--- src/rtl/mem_arbiter.sv ---
// mem_arbiter: merges instruction-fetch (IF) and load/store (LS) requests onto
// the single shared memory port and sequences the registered-read latency.
// One access in flight; LS has priority unless IF has waited STARVE_LIMIT
// consecutive LS grants.
//
// Handshake: a requester raises *_req with a stable payload and keeps it until
// the matching *_gnt pulse (ACCESS cycle). Reads complete with a one-cycle
// *_rvalid pulse; *_rdata mirrors mem_rdata and is only meaningful with it.
module mem_arbiter #(
  parameter int READ_LATENCY = 1,
  parameter int STARVE_LIMIT = 4
) (
  input  logic        clk,
  input  logic        rst,
  input  logic        if_req,
  input  logic [31:0] if_addr,
  output logic        if_gnt,
  output logic        if_rvalid,
  output logic [31:0] if_rdata,
  input  logic        ls_req,
  input  logic        ls_we,
  input  logic [31:0] ls_addr,
  input  logic [31:0] ls_wdata,
  input  logic [2:0]  ls_funct3,
  output logic        ls_gnt,
  output logic        ls_rvalid,
  output logic [31:0] ls_rdata,
  output logic        mem_we,
  output logic [31:0] mem_addr,
  output logic [31:0] mem_wdata,
  output logic [2:0]  mem_funct3,
  input  logic [31:0] mem_rdata
);

  typedef enum logic [1:0] {
    ST_IDLE   = 2'd0,
    ST_ACCESS = 2'd1,
    ST_WAIT   = 2'd2
  } state_t;

  state_t      r_state;
  state_t      w_next;
  logic        r_owner_ls;
  logic        r_is_store;
  logic [3:0]  r_starve;
  logic [2:0]  r_lat;
  logic [31:0] r_addr;
  logic [31:0] r_wdata;
  logic [2:0]  r_funct3;

  logic w_any_req;
  logic w_pick_ls;
  logic w_last_wait;

  assign w_any_req   = if_req | ls_req;
  // LS wins unless IF is waiting and has already been passed over the limit.
  assign w_pick_ls   = ls_req & ~(if_req & (r_starve == 4'(STARVE_LIMIT)));
  assign w_last_wait = (r_state == ST_WAIT) && (r_lat == 3'd1);

  // State register.
  always_ff @(posedge clk or negedge rst) begin
    if (!rst) r_state <= ST_IDLE;
    else      r_state <= w_next;
  end

  // Next-state decode and strobe outputs, all derived from registered state.
  always_comb begin
    w_next    = r_state;
    if_gnt    = 1'b0;
    ls_gnt    = 1'b0;
    if_rvalid = 1'b0;
    ls_rvalid = 1'b0;
    mem_we    = 1'b0;
    case (r_state)
      ST_IDLE: begin
        if (w_any_req) w_next = ST_ACCESS;
      end
      ST_ACCESS: begin
        if_gnt = ~r_owner_ls;
        ls_gnt = r_owner_ls;
        mem_we = r_owner_ls & r_is_store;
        w_next = r_is_store ? ST_IDLE : ST_WAIT;
      end
      ST_WAIT: begin
        if (w_last_wait) begin
          if_rvalid = ~r_owner_ls;
          ls_rvalid = r_owner_ls;
          w_next    = ST_IDLE;
        end
      end
      default: w_next = ST_IDLE;
    endcase
  end

  // Capture winner payload, track starvation and count read latency.
  always_ff @(posedge clk or negedge rst) begin
    if (!rst) begin
      r_owner_ls <= 1'b0;
      r_is_store <= 1'b0;
      r_starve   <= 4'd0;
      r_lat      <= 3'd0;
      r_addr     <= 32'd0;
      r_wdata    <= 32'd0;
      r_funct3   <= 3'd0;
    end else begin
      case (r_state)
        ST_IDLE: begin
          if (!if_req)        r_starve <= 4'd0;
          else if (w_pick_ls) begin
            if (r_starve != 4'(STARVE_LIMIT)) r_starve <= r_starve + 4'd1;
          end else            r_starve <= 4'd0;
          if (w_any_req) begin
            r_owner_ls <= w_pick_ls;
            r_is_store <= w_pick_ls & ls_we;
            if (w_pick_ls) begin
              r_addr   <= ls_addr;
              r_wdata  <= ls_wdata;
              r_funct3 <= ls_funct3;
            end else begin
              // Fetches are always full words; write data is left untouched.
              r_addr   <= if_addr;
              r_funct3 <= 3'b010;
            end
          end
        end
        ST_ACCESS: r_lat <= 3'(READ_LATENCY);
        ST_WAIT:   r_lat <= r_lat - 3'd1;
        default:   r_lat <= 3'd0;
      endcase
    end
  end

  assign mem_addr   = r_addr;
  assign mem_wdata  = r_wdata;
  assign mem_funct3 = r_funct3;
  assign if_rdata   = mem_rdata;
  assign ls_rdata   = mem_rdata;

endmodule

--- config.mk ---
export PLATFORM = sky130hd
export DESIGN_NAME = mem_arbiter
export DESIGN_NICKNAME = d
export VERILOG_FILES = /design/src/rtl/mem_arbiter.sv
export SDC_FILE = /design/constraint.sdc
export NUM_CORES = 1
export LEC_CHECK = 0
export ABC_AREA = 1
export CAP_MARGIN = 30
export CORE_MARGIN = 1
export CORE_UTILIZATION = 40
export DETAILED_ROUTE_END_ITERATION = 10
export GPL_TIMING_DRIVEN = 1
export PLACE_DENSITY = 0.95
export SYNTH_ARGS = -nofsm -noshare
export SYNTH_HDL_FRONTEND = slang
export SYNTH_SLANG_ARGS = --single-unit
--- constraint.sdc ---
create_clock -name clk -period 3.3 [get_ports clk]
set_input_delay 0.495 -clock clk [delete_from_list [all_inputs] [get_ports clk]]
set_output_delay 0.495 -clock clk [all_outputs]
set_load 0.05 [all_outputs]
==> key figures <==
Synth
  – Top-count cell post-synth: nand2_1
  – Synth Net Count: 708
  – Seq/Total Area, Yosys: 44.83%
  – Cell count after synthesis: 565
  – Synth async-reset ratio: 100.0%
  – #FFs+latches synth: 78
  – Synth cell count leaders: nand2_1 (147), inv_1 (111), dfrtp_1 (78), buf_4 (72), nand3_1 (69)
  – Ys Warns: 0
  – Top FF cell, synth: dfrtp_1
  – Yosys cell types: 24
  – Post-synth EDFFs: 0
  – Synthesized area: 4354 um^2
  – Post-synth top area cell: dfrtp_1
  – Synth top area cells: dfrtp_1 (45%), nand2_1 (13%), buf_4 (12%), inv_1 (9.6%), nand3_1 (7.9%)
  – Yosys top cell area share: 44.83%
  – Mean post-synth cell area: 7.707 um^2

Die
  – Die H: 106.3 um
  – Initial core utilization: 41.80%
  – I/O pin count: 272
  – Die Area: 11310 um^2
  – Cell Rows: 37
  – Core footprint: 10420 um^2
  – DIE WIDTH: 106.3 um

Routing
  – Vias per inst: 4.705
  – Final ANT Viol Nets: 0
  – Via Count: 3802
  – DR iter-0 viols: 207
  – DR WL/cell: 12.76 um
  – Routed WL: 10310 um
  – Post-detailed-route DRC marker count: 0
  – Drt pass-1 iters: 4

Power and ir drop
  – Pint: 2.887 mW
  – Combinational share of power: 59.2%
  – Sw power: 2.918 mW
  – Seq pwr share: 28.8%
  – Static Leak: 3.018 nW
  – PwrDens: 986.0 nW/um^2
  – Clock power frac: 12.1%
  – Max VDD drop: 0.0005333 V
  – Switching Share: 50.26%

Clock tree
  – Num Clock Sinks: 78
  – Clock slew at reported path FFs: 0.08 ns
  – CTS root buffer: clkbuf_8
  – Clock latency on the worst-skew pair: 0.34 ns
  – CTS tree: yes
  – H-Tree Depth: 3
  – Cts hold-fix bufs: 1
  – CTS max path bufs: 2
  – Setup bufs post-CTS: 0
  – Inserted Clock Buffers: 9
  – PostCTS Resize Cnt: 0

Worst setup path
  – Worst-path cell chain: inv_1, ha_1, nand3_1, nor2_1, clkdlybuf4s50_1
  – Worst EP arrival: 2.06 ns
  – Startpoint Class: flop
  – Crit-path slowest cell: clkdlybuf4s50_1
  – Worst setup EP type: output pin
  – CP Class: flop to output pin
  – Worst path max stage delay: 0.81 ns
  – Worst endpoint required time: 2.80 ns
  – Critical path fanouts, max: 4

Global route
  – Largest net degree at the start of global routing: 72
  – Top Usage Layer GRT: met2
  – Total global routing overflow: 0
  – First-pass GRT wire length: 16460 um
  – Vias in the first global route: 3665
  – Global-route met2 utilization: 31.03%
  – Initial antenna violation count: 0
  – M1 GR Usage: 21.15%
  – GR Layer Usage met3: 5.763%
  – Tot GR Track Use: 18.54%

STA
  – Clock skew: 0.005517 ns
  – RSZ-0062 raised after global routing: false
  – Period minus WS final: 2.556 ns
  – Endpoints failing setup: 0
  – Slew @ Worst Pin: 0.6647 ns
  – WHS: 0.4807 ns
  – Post-route setup slack: 0.7445 ns
  – Slew margin rel.: 55.69%
  – Tcrit/Tclk final: 77.44%
  – Final Max Tran Viols: 0
  – Setup TNS Final: 0 ns
  – Max Clock Freq: 391.3 MHz
  – Fin. Hold Viols: 0

Placement
  – I/O Buffers: 175
  – Dpl ws: 0.7265 ns
  – DPL Wire Length: 7440 um
  – GP Congestion: 0.7609

Finish
  – Area of the multi-input gates: 1344 um^2
  – Final Util: 56.52%
  – Share of cells above drive strength 1: 4.315%
  – Number of diodes: 0
  – Synth-to-Final Area Change: 35.20%
  – Nets: 811
  – Register Area: 1952 um^2
  – Fillers: 916

Run
  – Max-cap viol count: 0

Run status
  – Status: completed

Hold path
  – Worst hold path class: flop to flop
-- worst max-delay path: cells and delay by family (launching register included) --
kind	cells	cell delay (ns)
buffers and inverters	2	0.89
adder cells (fa/ha/maj)	1	0.22
flip-flops	1	0.40
AND/OR/NAND/NOR	2	0.22
-- cell usage in the layout (no fill, tap or decap), types with 2 or more instances in the layout --
| cell type | count |
|---|---|
| buf_4 | 3 |
| clkbuf_8 | 10 |
| clkdlybuf4s50_1 | 174 |
| clkinv_2 | 2 |
| dfrtp_1 | 78 |
| ha_1 | 7 |
| inv_1 | 111 |
| inv_2 | 2 |
| nand2_1 | 147 |
| nand2_2 | 2 |
| nand3_1 | 69 |
| nand4_1 | 3 |
| nor2_1 | 8 |
| o21ai_0 | 32 |
| o21ai_1 | 6 |
| o21ai_2 | 4 |
| o22ai_1 | 3 |
-- kinds of logic (layout without fill, tap and decap cells) --
group                      count (synthesis)  in the layout  synth area share (%)
AOI/OAI and AO/OA                         46             46                 5.776
xor gates and xnor gates                   2              2                0.4024
adders and majority gates                  7              7                 2.011
buffers and inverters                    201            308                 24.31
DFF                                       78             78                 44.83
and+or+nand+nor                          231            231                 22.67
-- power groups by stage --
stage / Clock, mW / Combinational [mW] / Sequential (mW)
3_5_place_dp: 0 / 3.45 / 1.67
5_1_grt: 0.767 / 3.66 / 1.73
2_1_floorplan: 0 / 1.10 / 3.06
3_3_place_gp: 0 / 3.37 / 1.67
6_report: 0.701 / 3.43 / 1.67
4_1_cts: 0.727 / 3.46 / 1.67
-- layer usage --
| layer | vias to the layer above | part of all wire (%) |
|---|---|---|
| li1 | 1845 | - |
| met1 | 1737 | 40 |
| met2 | 186 | 47 |
| met3 | 34 | 9.2 |
| met4 | 0 | 3.4 |
| met5 | - | 0 |
-- registers in the layout, indices dropped and copies added (netlist names) --
register / cells
mem_funct3: 3
r_is_store: 1
r_lat: 3
r_owner_ls: 1
mem_wdata: 32
mem_addr: 32
r_starve: 4
r_state: 2
-- stage by stage --
stage | cell area, um^2 | cells | power (mW)
after floorplan | 4354 | 565 | 4.166
after global placement | 5660 | 791 | 5.042
after detailed placement | 5688 | 792 | 5.125
after CTS | 5887 | 808 | 5.852
after global routing | 5887 | 808 | 6.154
final | 5887 | 808 | 5.805
-- final timing paths --
kind                                           from                   endpoint  slack [ns]  depth (start not counted)
max reg2reg                 r_starve[0]$_DFFE_PN0P_  mem_wdata[23]$_DFFE_PN0P_        1.05                          7
max                          r_state[0]$_DFFE_PN0P_                  ls_rvalid        0.74                          5
min in group asynchronous                       rst  mem_wdata[24]$_DFFE_PN0P_        0.51                          2
min                        mem_addr[11]$_DFFE_PN0P_   mem_addr[11]$_DFFE_PN0P_        0.48                          2
min reg2reg                mem_addr[11]$_DFFE_PN0P_   mem_addr[11]$_DFFE_PN0P_        0.48                          2
max in group asynchronous                       rst   mem_addr[14]$_DFFE_PN0P_        2.23                          3
-- layout make-up --
class	instances	area share [%]
Sequential cell	78	33.16
Timing Repair Buffer	179	30.61
Multi-Input combinational cell	286	22.83
Inverter	114	7.311
Tap cell	136	2.891
Clock buffer	11	2.402
Clock inverter	4	0.8077
(Power assumes the default switching activity.)
